File: config.mk
export PLATFORM = sky130hd
export DESIGN_NAME = cpu_controller_flat
export DESIGN_NICKNAME = d
export VERILOG_FILES = /design/src/rtl/cpu_pkg.sv /design/src/rtl/cpu_controller_if.sv /design/src/rtl/reg_file.sv /design/src/rtl/cpu_controller.sv /design/src/flat_wrapper.sv
export SDC_FILE = /design/constraint.sdc
export NUM_CORES = 1
export LEC_CHECK = 0
export BUFFER_PORTS_ARGS = -buffer_cell sky130_fd_sc_hd__buf_2
export CORE_ASPECT_RATIO = 0.75
export CORE_MARGIN = 3
export CORE_UTILIZATION = 50
export DETAILED_ROUTE_END_ITERATION = 8
export GPL_ROUTABILITY_DRIVEN = 0
export PLACE_DENSITY = 0.77
export SYNTH_ARGS = -nofsm -noshare
export SYNTH_HDL_FRONTEND = slang
export SYNTH_HIERARCHICAL = 1
export SYNTH_SLANG_ARGS = --single-unit
File: constraint.sdc
create_clock -name clk -period 2.4 [get_ports clk]
set_input_delay 0.48 -clock clk [delete_from_list [all_inputs] [get_ports clk]]
set_output_delay 0.48 -clock clk [all_outputs]
set_load 0.005 [all_outputs]
File: src/rtl/cpu_pkg.sv
// Shared types and constants for the 4-bit multi-cycle CPU controller:
// opcodes, FSM states, datapath widths and instruction field positions.
package cpu_pkg;

    localparam int DATA_W     = 4;
    localparam int PC_W       = 4;
    localparam int REG_ADDR_W = 3;
    localparam int INSTR_W    = 16;
    localparam int NUM_REGS   = 8;

    localparam int OP_MSB  = 15;
    localparam int OP_LSB  = 13;
    localparam int RA_MSB  = 12;
    localparam int RA_LSB  = 10;
    localparam int RB_MSB  = 9;
    localparam int RB_LSB  = 7;
    localparam int IMM_MSB = 3;
    localparam int IMM_LSB = 0;

    typedef enum logic [2:0] {
        OP_NOP  = 3'b000,
        OP_LDI  = 3'b001,
        OP_ADD  = 3'b010,
        OP_SUB  = 3'b011,
        OP_BEQ  = 3'b100,
        OP_OUT  = 3'b101,
        OP_RSV  = 3'b110,
        OP_HALT = 3'b111
    } op_e;

    typedef enum logic [2:0] {
        ST_IDLE,
        ST_FETCH,
        ST_DECODE,
        ST_EXECUTE,
        ST_WRITEBACK,
        ST_HALT
    } state_e;

    typedef struct packed {
        op_e                   op;
        logic [REG_ADDR_W-1:0] ra;
        logic [REG_ADDR_W-1:0] rb;
        logic [DATA_W-1:0]     imm;
    } instr_t;

    function automatic logic writes_reg(input op_e op);
        return op inside {OP_LDI, OP_ADD, OP_SUB};
    endfunction

endpackage

File: src/rtl/cpu_controller_if.sv
// Bus bundle between the controller and its instruction ROM, external ALU
// and output port. The controller side is the master.
interface cpu_controller_if;
    import cpu_pkg::*;

    logic [PC_W-1:0]    imem_addr;
    logic [INSTR_W-1:0] imem_data;
    logic [DATA_W-1:0]  alu_src1;
    logic [DATA_W-1:0]  alu_src2;
    logic               alu_op;
    logic [DATA_W-1:0]  alu_out;
    logic               alu_eq;
    logic [DATA_W-1:0]  out_data;
    logic               out_valid;

    modport master (
        output imem_addr, alu_src1, alu_src2, alu_op, out_data, out_valid,
        input  imem_data, alu_out, alu_eq
    );

    modport slave (
        input  imem_addr, alu_src1, alu_src2, alu_op, out_data, out_valid,
        output imem_data, alu_out, alu_eq
    );

endinterface

File: src/rtl/reg_file.sv
// 8 x 4-bit register file: two combinational read ports, one synchronous
// write port, synchronous active-low clear of every register.
module reg_file
    import cpu_pkg::*;
(
    input  logic                  clk,
    input  logic                  rst_n,
    input  logic [REG_ADDR_W-1:0] rd_addr1,
    output logic [DATA_W-1:0]     rd_data1,
    input  logic [REG_ADDR_W-1:0] rd_addr2,
    output logic [DATA_W-1:0]     rd_data2,
    input  logic                  wr_en,
    input  logic [REG_ADDR_W-1:0] wr_addr,
    input  logic [DATA_W-1:0]     wr_data
);

    logic [DATA_W-1:0] regs [NUM_REGS];

    for (genvar gi = 0; gi < NUM_REGS; gi++) begin : g_reg
        logic [DATA_W-1:0] q_reg;

        always_ff @(posedge clk) begin
            if (!rst_n) begin
                q_reg <= '0;
            end else if (wr_en && wr_addr == REG_ADDR_W'(gi)) begin
                q_reg <= wr_data;
            end
        end

        assign regs[gi] = q_reg;
    end

    assign rd_data1 = regs[rd_addr1];
    assign rd_data2 = regs[rd_addr2];

endmodule

File: src/rtl/cpu_controller.sv
// Four-cycle-per-instruction controller (FETCH/DECODE/EXECUTE/WRITEBACK)
// driving a synchronous instruction ROM and an external ALU.
module cpu_controller
    import cpu_pkg::*;
(
    input  logic              clk,
    input  logic              rst_n,
    input  logic              start,
    cpu_controller_if.master  bus,
    output logic              busy,
    output logic              halted
);

    state_e            state_reg;
    logic [PC_W-1:0]   pc_reg;
    instr_t            ir_reg;
    logic [DATA_W-1:0] alu_res_reg;
    logic              alu_eq_reg;
    logic [DATA_W-1:0] alu_src1_reg;
    logic [DATA_W-1:0] alu_src2_reg;
    logic              alu_op_reg;
    logic [DATA_W-1:0] out_data_reg;
    logic              out_valid_reg;
    logic              busy_reg;
    logic              halted_reg;

    instr_t                fetch_instr;
    logic [REG_ADDR_W-1:0] rd_addr1;
    logic [REG_ADDR_W-1:0] rd_addr2;
    logic [DATA_W-1:0]     rd_data1;
    logic [DATA_W-1:0]     rd_data2;
    logic                  wr_en;
    logic [DATA_W-1:0]     wr_data;

    assign fetch_instr = '{
        op:  op_e'(bus.imem_data[OP_MSB:OP_LSB]),
        ra:  bus.imem_data[RA_MSB:RA_LSB],
        rb:  bus.imem_data[RB_MSB:RB_LSB],
        imm: bus.imem_data[IMM_MSB:IMM_LSB]
    };

    // In DECODE the operands are read straight from the ROM word so the
    // registered ALU operands are already valid throughout EXECUTE.
    assign rd_addr1 = (state_reg == ST_DECODE) ? fetch_instr.ra : ir_reg.ra;
    assign rd_addr2 = (state_reg == ST_DECODE) ? fetch_instr.rb : ir_reg.rb;

    assign wr_en   = (state_reg == ST_WRITEBACK) && writes_reg(ir_reg.op);
    assign wr_data = (ir_reg.op == OP_LDI) ? ir_reg.imm : alu_res_reg;

    reg_file u_reg_file (
        .clk      (clk),
        .rst_n    (rst_n),
        .rd_addr1 (rd_addr1),
        .rd_data1 (rd_data1),
        .rd_addr2 (rd_addr2),
        .rd_data2 (rd_data2),
        .wr_en    (wr_en),
        .wr_addr  (ir_reg.ra),
        .wr_data  (wr_data)
    );

    always_ff @(posedge clk) begin
        if (!rst_n) begin
            state_reg     <= ST_IDLE;
            pc_reg        <= '0;
            ir_reg        <= '0;
            alu_res_reg   <= '0;
            alu_eq_reg    <= 1'b0;
            alu_src1_reg  <= '0;
            alu_src2_reg  <= '0;
            alu_op_reg    <= 1'b0;
            out_data_reg  <= '0;
            out_valid_reg <= 1'b0;
            busy_reg      <= 1'b0;
            halted_reg    <= 1'b0;
        end else begin
            // ALU drive and the output strobe are single-cycle by default
            alu_src1_reg  <= '0;
            alu_src2_reg  <= '0;
            alu_op_reg    <= 1'b0;
            out_valid_reg <= 1'b0;

            case (state_reg)
                ST_IDLE, ST_HALT: begin
                    if (start) begin
                        state_reg  <= ST_FETCH;
                        pc_reg     <= '0;
                        busy_reg   <= 1'b1;
                        halted_reg <= 1'b0;
                    end
                end
                ST_FETCH: begin
                    state_reg <= ST_DECODE;
                end
                ST_DECODE: begin
                    state_reg    <= ST_EXECUTE;
                    ir_reg       <= fetch_instr;
                    alu_src1_reg <= rd_data1;
                    alu_src2_reg <= rd_data2;
                    alu_op_reg   <= (fetch_instr.op == OP_ADD);
                end
                ST_EXECUTE: begin
                    state_reg   <= ST_WRITEBACK;
                    alu_res_reg <= bus.alu_out;
                    alu_eq_reg  <= bus.alu_eq;
                    if (ir_reg.op == OP_OUT) begin
                        out_data_reg  <= rd_data1;
                        out_valid_reg <= 1'b1;
                    end
                end
                ST_WRITEBACK: begin
                    if (ir_reg.op == OP_HALT) begin
                        state_reg  <= ST_HALT;
                        busy_reg   <= 1'b0;
                        halted_reg <= 1'b1;
                    end else begin
                        state_reg <= ST_FETCH;
                        if (ir_reg.op == OP_BEQ && alu_eq_reg) begin
                            pc_reg <= ir_reg.imm;
                        end else begin
                            pc_reg <= pc_reg + 1'b1;
                        end
                    end
                end
                default: begin
                    state_reg <= ST_IDLE;
                    busy_reg  <= 1'b0;
                end
            endcase
        end
    end

    assign bus.imem_addr = pc_reg;
    assign bus.alu_src1  = alu_src1_reg;
    assign bus.alu_src2  = alu_src2_reg;
    assign bus.alu_op    = alu_op_reg;
    assign bus.out_data  = out_data_reg;
    assign bus.out_valid = out_valid_reg;
    assign busy          = busy_reg;
    assign halted        = halted_reg;

endmodule

File: src/flat_wrapper.sv
// flat-port wrapper written by rule: the top's interface ports become plain ports
module cpu_controller_flat import cpu_pkg::*;
  (clk, rst_n, start, busy, halted, bus_imem_addr, bus_alu_src1, bus_alu_src2, bus_alu_op, bus_out_data, bus_out_valid, bus_imem_data, bus_alu_out, bus_alu_eq);
  cpu_controller_if bus_i ();
  input  logic clk;
  input  logic rst_n;
  input  logic start;
  output logic busy;
  output logic halted;
  output wire logic [$bits(bus_i.imem_addr)-1:0] bus_imem_addr;
  output wire logic [$bits(bus_i.alu_src1)-1:0] bus_alu_src1;
  output wire logic [$bits(bus_i.alu_src2)-1:0] bus_alu_src2;
  output wire logic [$bits(bus_i.alu_op)-1:0] bus_alu_op;
  output wire logic [$bits(bus_i.out_data)-1:0] bus_out_data;
  output wire logic [$bits(bus_i.out_valid)-1:0] bus_out_valid;
  input wire logic [$bits(bus_i.imem_data)-1:0] bus_imem_data;
  input wire logic [$bits(bus_i.alu_out)-1:0] bus_alu_out;
  input wire logic [$bits(bus_i.alu_eq)-1:0] bus_alu_eq;
  assign bus_imem_addr = bus_i.imem_addr;
  assign bus_alu_src1 = bus_i.alu_src1;
  assign bus_alu_src2 = bus_i.alu_src2;
  assign bus_alu_op = bus_i.alu_op;
  assign bus_out_data = bus_i.out_data;
  assign bus_out_valid = bus_i.out_valid;
  assign bus_i.imem_data = bus_imem_data;
  assign bus_i.alu_out = bus_alu_out;
  assign bus_i.alu_eq = bus_alu_eq;
  cpu_controller u_core (.clk(clk), .rst_n(rst_n), .start(start), .bus(bus_i), .busy(busy), .halted(halted));
endmodule
# Word level (Yosys, flattened, before mapping)
# Cells that the tools add are included.
[totals]
ff_bits = 73
inputBits = 24
out_inout_bits = 20
elab_cells = 96
[op_classes]
n_addsub = 1
n_lt_le_gt_ge = 2
n_eq_ne = 22
n_mux = 23
bitwise_logic = 3
reduce_logical = 22
[op_table]
columns = ["cell", "n"]
rows = [
  ["2-to-1 mux 4 bit", 8],
  ["equality test 3 bit, second input constant", 9],
  ["binary-select mux 4 bit (select 3 bit)", 2],
  ["equality test 3 x 2 -> 1 bit, second input constant", 7],
  ["one-hot mux 3 bit (5 select lines)", 1],
  ["2-to-1 mux 3 bit", 4],
  ["logical AND 1 bit", 10],
  ["equality test 3 x 1 -> 1 bit, second input constant", 3],
  ["AND reduction 3 bit", 3],
  ["greater-or-equal comparator 4 bit, second input constant", 2],
  ["NOT 3 -> 4 bit", 2],
  ["one-hot mux 4 bit (2 select lines)", 1],
  ["zero test 3 bit", 2],
  ["!= test 2 bit, second input constant", 3],
  ["AND reduction 2 bit", 3],
  ["2-to-1 mux 1 bit", 5],
  ["adder 4 x 1 -> 4 bit, second input constant", 1],
  ["one-hot mux 1 bit (3 select lines)", 1],
  ["nonzero test 3 bit", 1],
  ["OR reduction 3 bit", 1],
  ["one-hot mux 1 bit (2 select lines)", 1],
  ["nonzero test 2 bit", 1],
  ["OR reduction 2 bit", 1],
  ["NOT 1 bit", 1],
]

# Logic depth before layout (Yosys ltp)
[depth]
ltp_word = 6
depth_mapped = 10

# Hierarchy
# The synthesis kept the hierarchy.
[by_module_without_submodules]
columns = ["module", "instances", "cells_each", "area_each_um2"]
rows = [
  ["reg_file", 1, 146, 1851.8],
  ["cpu_controller", 1, 189, 1786.7],
]

# Worst setup path after synthesis
# OpenSTA, ideal clock, no wires.
[synth_timing]
kind = "register to register"
startpoint = "reg u_core.state_reg[1]"
endpoint = "reg u_core.out_data_reg[0] (netlist: u_core/bus.out_data[0])"
setup_ns = 0.116
arrival_time_ns = 2.142
required_time_ns = 2.284
path_slack_ns = 0.142
path_stages_with_launch = 11
path_buffers = 3
cell_sequence = "dfxtp_1 > buf_4 > nor3b_2 > buf_2 > nand2_1 > nand2_1 > buf_6 > mux4_1 > mux2_2 > mux2i_1 > nor2b_1"
[synth_via]
elab_chain_len = 6
[synth_lines]
columns = ["element", "line_no", "source"]
rows = [
  ["start: declaration", "cpu_controller.sv:14", "state_e state_reg;"],
  ["start signal: assignment", "cpu_controller.sv:64", "state_reg <= ST_IDLE;"],
  ["start signal: assignment", "cpu_controller.sv:86", "state_reg <= ST_FETCH;"],
  ["start signal: assignment", "cpu_controller.sv:93", "state_reg <= ST_DECODE;"],
  ["equality test 3 x 2 -> 1 bit", "cpu_controller.sv:44", "assign rd_addr1 = (state_reg == ST_DECODE) ? fetch_instr.ra : ir_reg.ra;"],
  ["2-to-1 mux 3 bit", "cpu_controller.sv:44", ""],
  ["net u_core.rd_addr1[0]", "cpu_controller.sv:28", "logic [REG_ADDR_W-1:0] rd_addr1;"],
  ["NOT 3 -> 4 bit (implied by the code)", "reg_file.sv:33", "assign rd_data1 = regs[rd_addr1];"],
  ["binary-select mux 4 bit (select 3 bit)", "reg_file.sv:33", ""],
  ["2-to-1 mux 4 bit (implied by the code) (2 in a row)", "reg_file.sv:33", ""],
  ["net u_core.rd_data1[0]", "cpu_controller.sv:30", "logic [DATA_W-1:0] rd_data1;"],
  ["end signal: assignment", "cpu_controller.sv:107", "out_data_reg <= rd_data1;"],
  ["end: declaration", "cpu_controller.sv:22", "logic [DATA_W-1:0] out_data_reg;"],
]
# The timed path passes the listed nets, and every way through them passes these cells. The select of a mux whose other input is x is not followed.
# A chain may end at the register's enable or synchronous reset.

# Worst setup path in the final report
[layout_timing]
startpoint = "reg u_core.state_reg[1]"
endpoint = "reg u_core.out_data_reg[1] (netlist: u_core/bus.out_data[1])"
# The elaborated chain is that of the path after synthesis.

==> metrics list <==
- Via count of the first global-routing pass: 2446
- Hold-critical path depth: 3
- Number of flip-flops under the largest register name: 32
* Overall power after layout: 2.33 mW
- Total power per unit cell area: 571 nW/um^2
- The number of hold violations in the final report was 0.
- Num Clock Sinks: 73
- GRT Overall Usage: 19.4%
- Cell class contributing the biggest share of worst-path delay: multiplexers
- Counting every net in the synthesized netlist gives 360.
* Post-Place Cells: 458
* Most area-consuming cells after synthesis: sky130_fd_sc_hd__dfxtp_1 40%, sky130_fd_sc_hd__mux4_1 12%, sky130_fd_sc_hd__mux2i_1 11%
* DPL Wire Length: 5560 um
- In this run the horizontal extent of the chip is 105 um.
- Distinct cell type count after synthesis: 46
* Worst-case clock buffer depth: 2
* Antenna Violating Nets Remaining: 0
* Critical path cell sequence: nor3b_2, buf_4, nand2_1, nand2_1, buf_4, mux4_1, mux2_2, mux2i_1, nor2b_1
* Number of antenna violations at the first check in global routing: 0
- Of the cells placed in the final design, the portion with a size suffix greater than 1 is 24.2%.
- Filler cell count in the final layout: 604
- For the worst setup path, the data required time is 2630 ps.
- Sink of the worst hold path: u_core/alu_res_reg[0]
* Post-synthesis to final-layout area growth: 12.0%
* Number of cells produced by synthesis: 335
- Antenna fix cells: 0
- Height of the die: 79.9 um
- Maximum single-stage delay on the critical path: 620 ps
- Slew at the pin closest to its max-slew limit: 656 ps
- Pleak: 1.74 nW
* CTS root buf: sky130_fd_sc_hd__clkbuf_8
- Number of enable-type register cells in the synthesized netlist: 0
- Effective utilization at floorplan: 52.5%
- Setup repair after global routing could not meet its margin everywhere.
- STA classifies the critical path startpoint as a flop.
- Wire length of the first global-routing pass: 12500 um
- The floorplan has 26 rows.
- Counting I/O delays and the setup requirement, the final critical path takes 2270 ps.
- In this run the worst path has a maximum fanout of 9.
- The critical path is of the flop to flop type.
- Final number of max-transition violations: 0
* Finished Cell Area: 4080 um^2
- Headroom to the max-slew limit came out at 56.2%.
- Register clock-pin slew on the reported worst setup and hold paths: 70 ps
- Filler-free cell count of the finished design: 474
* Number of buffers inserted by port buffering: 40
- The largest individual stage delay along the critical path comes from the cell sky130_fd_sc_hd__mux4_1.
- Run status: finished clean
- The most common cell in the synthesized netlist is sky130_fd_sc_hd__dfxtp_1.
- The most used flip-flop cell after synthesis is sky130_fd_sc_hd__dfxtp_1.
- STA classifies the critical path endpoint as a flop.
* Setup slack of the most critical reg-to-reg path: 130 ps
- Async set or reset register ratio after synthesis: 0%
- Synth top area share: 40.2%
- Avg WL per Cell: 16.0 um
* Placeable core area: 6930 um^2
* Mean instance size in the synthesized netlist: 10.9 um^2
* Signal arrival time at the worst endpoint: 2500 ps
* Setup violators final: 0
- Area post-placement: 3910 um^2
* Fmax: 441 MHz
* Number of synthesized register bits: 73
* I/O pin count: 44
- In this run the cell area of the synthesized design comes to 3640 um^2.
* H-tree depth: 3
* Warnings from Yosys: 6
- Max-cap violations in this run came to 0.
* Worst Path Buf+Inv: 2
* FF-to-FF End: u_core/bus.out_data[1]
- The worst path uses 94.5% of the clock period.
- Overall routed net length: 7610 um
- The biggest area contributor in the post-synthesis netlist is sky130_fd_sc_hd__dfxtp_1.
- Via count: 2506
- Vias per cell: 5.29
- For this run the aggregate overflow at the end of global routing stands at 0.
* Clk_lat worst skew: 340 ps
- Entering global routing, the biggest net connects 31 pins.
* Type of the most critical hold path: input pin to flop
* Worst clock skew: 5.24 ps
- Number of buffers created by CTS: 9
* Synth top cells by count: 73 x sky130_fd_sc_hd__dfxtp_1, 43 x sky130_fd_sc_hd__nor2b_1, 41 x sky130_fd_sc_hd__mux2i_1
- Post-layout nets: 399
- Reg-to-reg critical path startpoint: u_core/state_reg[1]
* Maximum resistive drop on vdd: 0.000251 V
- Part of the Yosys area used for sequential elements: 40.2%
- Source of the worst hold timing path: bus_alu_out[0]
- The worst register-to-register path has a depth of 9.
* Die footprint: 8350 um^2
- Drt pass-1 iters: 4
- Drt first-iter violations: 183
- TritonCTS built the clock tree.
- DRC Markers: 0
[routing by layer]
metal  vias up  global-route usage (%)  share of wire (%)  wire, um
met5         -                       0                  0         0
met4         0                    4.38               0.63        48
met3         6                    6.47                6.5       492
met2        64                    29.6                 43      3250
met1      1169                    26.5                 50      3820
li1       1267                       -                  -         -
[how the worst max path moves through the flow]
stage,startpoint,to,cells past startpoint
after CTS,u_core/state_reg[1],u_core/bus.out_data[2],8
after detailed placement,u_core/state_reg[1],u_core/bus.out_data[2],8
final,u_core/state_reg[1],u_core/bus.out_data[1],9
after global placement,u_core/state_reg[2],u_core/bus.out_data[0],8
after floorplan,u_core/state_reg[1],u_core/bus.out_data[0],10
after global routing,u_core/state_reg[1],u_core/bus.out_data[0],9
[cell type report]
cell class | count | area, um^2 | area share [%]
Clock buffer | 12 | 145 | 3.56
Clock inverter | 1 | 5.00 | 0.123
Multi-Input combinational cell | 233 | 2010 | 49.4
Sequential cell | 73 | 1460 | 35.9
Tap cell | 98 | 123 | 3.01
Timing Repair Buffer | 57 | 328 | 8.04
[stage by stage]
stage                     TNS (ps)  hold WS, ps  setup slack, ps  util (%)
after global placement           0          465              177      56.4
after global routing         -7.88          383            -6.00      58.8
final                            0          393              133      58.8
after detailed placement         0          473              136      56.4
after CTS                        0          377              109      58.6
after floorplan                  0          451              142         -
[timing repair]
item,4_1_cts,5_1_grt
endpoints found under the hold margin,0,0
hold buffers,0,0
gates resized for setup,0,1
setup endpoints to repair,0,1
setup buffers,0,3
[layout by cell type (no fill, tap or decap), types with 2 or more instances in the layout]
cell type | netlist | routed
sky130_fd_sc_hd__o21a_1 | 3 | 3
sky130_fd_sc_hd__a21boi_1 | 2 | 2
sky130_fd_sc_hd__nor3_1 | 3 | 3
sky130_fd_sc_hd__o211ai_1 | 3 | 3
sky130_fd_sc_hd__nor4bb_1 | 3 | 3
sky130_fd_sc_hd__buf_2 | 4 | 40
sky130_fd_sc_hd__and2_1 | 8 | 8
sky130_fd_sc_hd__clkbuf_1 | 15 | 2
sky130_fd_sc_hd__a21boi_0 | 8 | 8
sky130_fd_sc_hd__dfxtp_1 | 73 | 73
sky130_fd_sc_hd__or3b_4 | 2 | 2
sky130_fd_sc_hd__o21ai_0 | 2 | 2
sky130_fd_sc_hd__mux2i_1 | 41 | 41
sky130_fd_sc_hd__nor2_1 | 5 | 5
sky130_fd_sc_hd__mux2_2 | 14 | 14
sky130_fd_sc_hd__a21oi_1 | 4 | 4
sky130_fd_sc_hd__nor2b_1 | 43 | 43
sky130_fd_sc_hd__nand3_1 | 4 | 4
sky130_fd_sc_hd__nand2_1 | 35 | 35
sky130_fd_sc_hd__and3_1 | 8 | 8
sky130_fd_sc_hd__clkbuf_8 | 0 | 10
sky130_fd_sc_hd__buf_4 | 3 | 17
sky130_fd_sc_hd__xnor2_1 | 2 | 2
sky130_fd_sc_hd__nand4b_1 | 4 | 4
sky130_fd_sc_hd__mux4_1 | 16 | 15
sky130_fd_sc_hd__nor3b_1 | 4 | 4
[kinds of logic (layout without fill, tap and decap cells)]
logic type	count (synthesis)	after routing	share of synthesized area, %
DFF	73	73	40.2
and+or+nand+nor	130	130	21.8
adders and majority gates	1	1	0.344
xor gates and xnor gates	3	3	0.722
AOI/OAI and AO/OA	28	28	5.43
buffers and inverters	29	70	4.37
muxes	71	71	27.2
[power breakdown]
part,switching [mW],internal [mW],total [mW]
Sequential,0.0292,1.24,1.27
Combinational,0.145,0.132,0.277
Clock,0.398,0.385,0.783
[worst min-delay path, delay by kind of cell]
kind	cells	cell delay [ps]
buffers and inverters	1	70
multiplexers	1	50
AND/OR/NAND/NOR	1	90
Power figures use the tool's default switching activity.
